## src/rtl/pop_count_serializer_pkg.sv

```systemverilog
// Shared definitions for the pop-count serializer: FSM encoding and
// default geometry (7-bit frames driven from a 3-bit count).
package pop_count_serializer_pkg;

  localparam int DEF_WIDTH = 7;
  localparam int DEF_CNT_W = 3;

  typedef enum logic {
    ST_IDLE = 1'b0,
    ST_SEND = 1'b1
  } state_t;

endpackage

```

## src/rtl/pop_count_serializer_therm_decode.sv

```systemverilog
// Count to thermometer decoder: word has the k lowest bits set, where
// k = min(cnt, WIDTH); sat flags a count that had to be clipped to WIDTH.
module pop_count_serializer_therm_decode #(
  parameter int WIDTH = 7,
  parameter int CNT_W = 3
) (
  input  logic [CNT_W-1:0] cnt,
  output logic [WIDTH-1:0] word,
  output logic             sat
);

  // One extra bit so WIDTH itself (up to 2**CNT_W) is representable.
  localparam int KW = CNT_W + 1;
  localparam logic [KW-1:0] WIDTH_K = KW'(WIDTH);

  logic [KW-1:0] k;

  // Clip the count, then set every bit position below it.
  always_comb begin
    sat  = ({1'b0, cnt} > WIDTH_K);
    k    = sat ? WIDTH_K : {1'b0, cnt};
    word = '0;
    for (int i = 0; i < WIDTH; i++) begin
      word[i] = (KW'(i) < k);
    end
  end

endmodule

```

## src/rtl/pop_count_serializer.sv

```systemverilog
// Pop-count serializer: accepts a population count, expands it to a
// thermometer word and streams that word MSB first, so zeros leave first
// and the k ones close the frame.
//
// Handshakes: a transfer happens on a rising edge where valid && ready.
// in_ready depends only on state (never on in_valid); out_valid, out_bit
// and out_last depend only on registers (never on out_ready) and hold
// steady while the consumer stalls.
module pop_count_serializer
  import pop_count_serializer_pkg::*;
#(
  parameter int WIDTH = DEF_WIDTH,
  parameter int CNT_W = DEF_CNT_W
) (
  input  logic             clk,
  input  logic             reset,
  input  logic             in_valid,
  output logic             in_ready,
  input  logic [CNT_W-1:0] in_cnt,
  output logic             out_valid,
  input  logic             out_ready,
  output logic             out_bit,
  output logic             out_last,
  output logic [WIDTH-1:0] out_word,
  output logic             sat,
  output logic [7:0]       frame_cnt
);

  localparam int IDX_W = $clog2(WIDTH);
  localparam logic [IDX_W-1:0] IDX_TOP = IDX_W'(WIDTH - 1);

  // Observable FSM state and bit pointer (kept as plain named signals).
  state_t           state;
  logic [IDX_W-1:0] idx;

  logic [WIDTH-1:0] dec_word;
  logic             dec_sat;

  pop_count_serializer_therm_decode #(
    .WIDTH(WIDTH),
    .CNT_W(CNT_W)
  ) u_decode (
    .cnt (in_cnt),
    .word(dec_word),
    .sat (dec_sat)
  );

  // Handshake and stream outputs decoded from registered state only.
  always_comb begin
    in_ready  = (state == ST_IDLE);
    out_valid = (state == ST_SEND);
    out_bit   = out_valid && out_word[idx];
    out_last  = out_valid && (idx == '0);
  end

  // FSM, bit pointer, captured word, saturation pulse and frame counter.
  always_ff @(posedge clk) begin
    if (reset) begin
      state     <= ST_IDLE;
      idx       <= IDX_TOP;
      out_word  <= '0;
      sat       <= 1'b0;
      frame_cnt <= 8'd0;
    end else begin
      sat <= 1'b0;
      case (state)
        ST_IDLE: begin
          if (in_valid) begin
            out_word <= dec_word;
            idx      <= IDX_TOP;
            sat      <= dec_sat;
            state    <= ST_SEND;
          end
        end
        ST_SEND: begin
          if (out_ready) begin
            if (idx != '0) begin
              idx <= idx - IDX_W'(1);
            end else begin
              state     <= ST_IDLE;
              frame_cnt <= frame_cnt + 8'd1;
            end
          end
        end
        default: state <= ST_IDLE;
      endcase
    end
  end

endmodule

```

## config.mk

```make
export PLATFORM = sky130hd
export DESIGN_NAME = pop_count_serializer
export DESIGN_NICKNAME = d
export VERILOG_FILES = /design/src/rtl/pop_count_serializer_pkg.sv /design/src/rtl/pop_count_serializer_therm_decode.sv /design/src/rtl/pop_count_serializer.sv
export SDC_FILE = /design/constraint.sdc
export NUM_CORES = 1
export LEC_CHECK = 0
export ABC_AREA = 1
export BUFFER_PORTS_ARGS = -buffer_cell sky130_fd_sc_hd__buf_2
export CORE_ASPECT_RATIO = 0.6
export CORE_UTILIZATION = 40
export CTS_BUF_LIST = sky130_fd_sc_hd__clkbuf_4 sky130_fd_sc_hd__clkbuf_8
export DETAILED_ROUTE_END_ITERATION = 16
export PLACE_DENSITY = 0.6
export SLEW_MARGIN = 20
export SYNTH_ARGS = -nofsm -noshare
export SYNTH_HDL_FRONTEND = slang
export SYNTH_HIERARCHICAL = 1
export SYNTH_SLANG_ARGS = --single-unit
export TNS_END_PERCENT = 50
```

## constraint.sdc

```tcl
create_clock -name clk -period 2.9 [get_ports clk]
set_input_delay 0 -clock clk [delete_from_list [all_inputs] [get_ports clk]]
set_output_delay 0 -clock clk [all_outputs]
set_load 0.05 [all_outputs]
```

==> flow_metrics.tcl <==
set metrics [dict create \
    netlist_area_um2 1020 \
    async_flop_share 0 \
    ys_seq_elements 20 \
    dr.pass1.iters 4 \
    cts_buffers 3 \
    die-area_um2 2770 \
    rows 13 \
    p_leak_nw 0.640 \
    synth_area_leaders "dfxtp_1 (39%), nor2_1 (13%), nand2_1 (11%), inv_1 (6.6%), o21ai_0 (6.3%)" \
    tns_ps 0 \
    fmax_mhz 660 \
    crit_type "flip-flop to primary output" \
    vdd_ir_drop_max_mv 0.362 \
    drc 0 \
    finalNonFillerCells 209 \
    finish.utilization 0.532 \
    cts_setup_buffers 0 \
    ys_warn_count 6 \
    grt_usage 0.193 \
    yosysTopAreaCellShare 0.391 \
    reg2reg_depth 9 \
    setup_viol 0 \
    worstHoldStart "out_ready" \
    grt_pass1_wl_um 3790 \
    p_per_area_nw_per_um2 493 \
    rsz0062_at_grt "false" \
    worstReg2RegStart "idx[0]" \
    portBuffers 26 \
    period_share 0.522 \
    core_um2 2290 \
    most-common-layout-cells "nor2_1 (36), nand2_1 (30), buf_2 (26)" \
    syn_inst 153 \
    required_ps 2900 \
    wl_per_cell_um 11.0 \
    vias 980 \
    synth_area_leader_cell "dfxtp_1" \
    cts.sinks 20 \
    postSynthAreaPerCell_um2 6.70 \
    synth_edf_count 0 \
    num_io_pins 27 \
    reg2reg_slack_ps 1480 \
    root_buffer "clkbuf_8" \
    antenna_cells 0 \
    syn-num-nets 163 \
    drtAntennaViolNets 0 \
    antenna_found_initial 0 \
    max-slew-margin-rel 0.666 \
    maxCapViolCount 0 \
    whs_path_depth 4 \
    path_max_fanout 7 \
    crit_arrival_ps 1510 \
    vias_per_cell 4.69 \
    drive_gt1_frac 0.201 \
    hold_slack_ps 83.5 \
    clk_pin_slew_worst_paths_ps 70 \
    endpoint_kind "primary output" \
    grt_pass1_vias 821 \
    cts_tree "yes" \
    worst_slew_pin_slew_ps 500 \
    hpwl_um 1810 \
    min_path_type "input port to flip-flop" \
    die_h_um 41.2 \
    skew_ps 3.47 \
    final_nets 191 \
    htree_levels 1 \
    ys.flop_type "dfxtp_1" \
    cp-startpoint "idx[2]" \
    clock_path_buffers 2 \
    hold_viol 0 \
    total_power_mw 0.601 \
    ys_seq_area_frac 0.391 \
    critPathLaunchType "flip-flop" \
    wirelength_um 2300 \
    clock_latency_ps 250 \
    final_common_cell "nor2_1" \
    initial_core_util 0.447 \
    area_delta_synth_final_pct 19.0 \
    outcome "complete, no violations" \
    drt-initial-drc-count 102 \
    drv_slew 0 \
    timing.final.crit_period_ps 1510 \
    dp.cells 205 \
    grt_max_degree 19 \
    overflow 0 \
    die_w_um 67.3 \
    gp_congestion 0.918 \
    synth_cell_types 18 \
]
-- power by group --
group,leakage (nW),switching [mW],internal (mW)
Clock,0.0216,0.0839,0.0923
Sequential,0.164,0.0149,0.288
Combinational,0.454,0.0889,0.0334
Total,0.640,0.188,0.414
-- cell type report --
cell class / count / area [um2]
fillers: 245 / 1070
well taps: 30 / 37.5
multi-input cells: 111 / 533
flip-flops and latches: 20 / 400
repair buffers: 27 / 140
clock buffers: 3 / 41.3
inverters: 18 / 67.6
-- registers in the layout, summed over array words and instances (netlist names) --
register	count
out_valid	1
frame_cnt	8
sat	1
out_word	7
idx	3
-- worst max-delay path: stages, from the launching register on --
cell and delay, ps:
dfxtp_1 530, o21ai_0 150, o21ai_0 160, nor2_1 60, nor2_1 90, buf_2 260
-- through the flow --
step / setup slack [ps] / instance area [um2]
floorplan: 1120 / 1020
global route: 1270 / 1220
CTS: 1400 / 1220
finish: 1390 / 1220
detailed placement: 1500 / 1170
global placement: 1550 / 1170
-- kinds of logic (layout without fill, tap and decap cells) --
logic type | after synthesis | after routing | share of synthesized area
compound gates | 21 | 21 | 0.105
xor+xnor | 2 | 2 | 0.0171
fa+ha+maj | 3 | 3 | 0.0366
buf+inv | 22 | 48 | 0.0891
flops | 20 | 20 | 0.391
other cells | 1 | 1 | 0.00366
simple gates | 84 | 84 | 0.358
-- synthesized netlist by cell type (all sizes together) (2+ instances only) --
library cell and number:
nor2 41, inv 18, xor2 2, dfxtp 20, nand2 32, o21ai 13, ha 3, a21oi 7
buf 2, clkbuf 2, nand3 11
-- timing repair --
| item | in CTS | in global routing |
|---|---|---|
| endpoints found under the hold margin | 2 | 0 |
| gates resized for setup | 0 | 0 |
| hold buffers | 1 | 0 |
-- worst paths after layout --
| path | endpoint |
|---|---|
| worst max-delay path | out_bit |
| worst min-delay path | out_valid |
| worst max register to register | frame_cnt[5] |
| worst min register to register | out_word[3] |
-- layer usage --
metal  GRT usage  routed length (um)  vias up
li1            -                   -      526
met1       0.287                1270      419
met2       0.260                 829       33
met3      0.0667                 188        2
met4      0.0319                  13        0
met5           0                   0        -
Power figures use the tool's default switching activity.
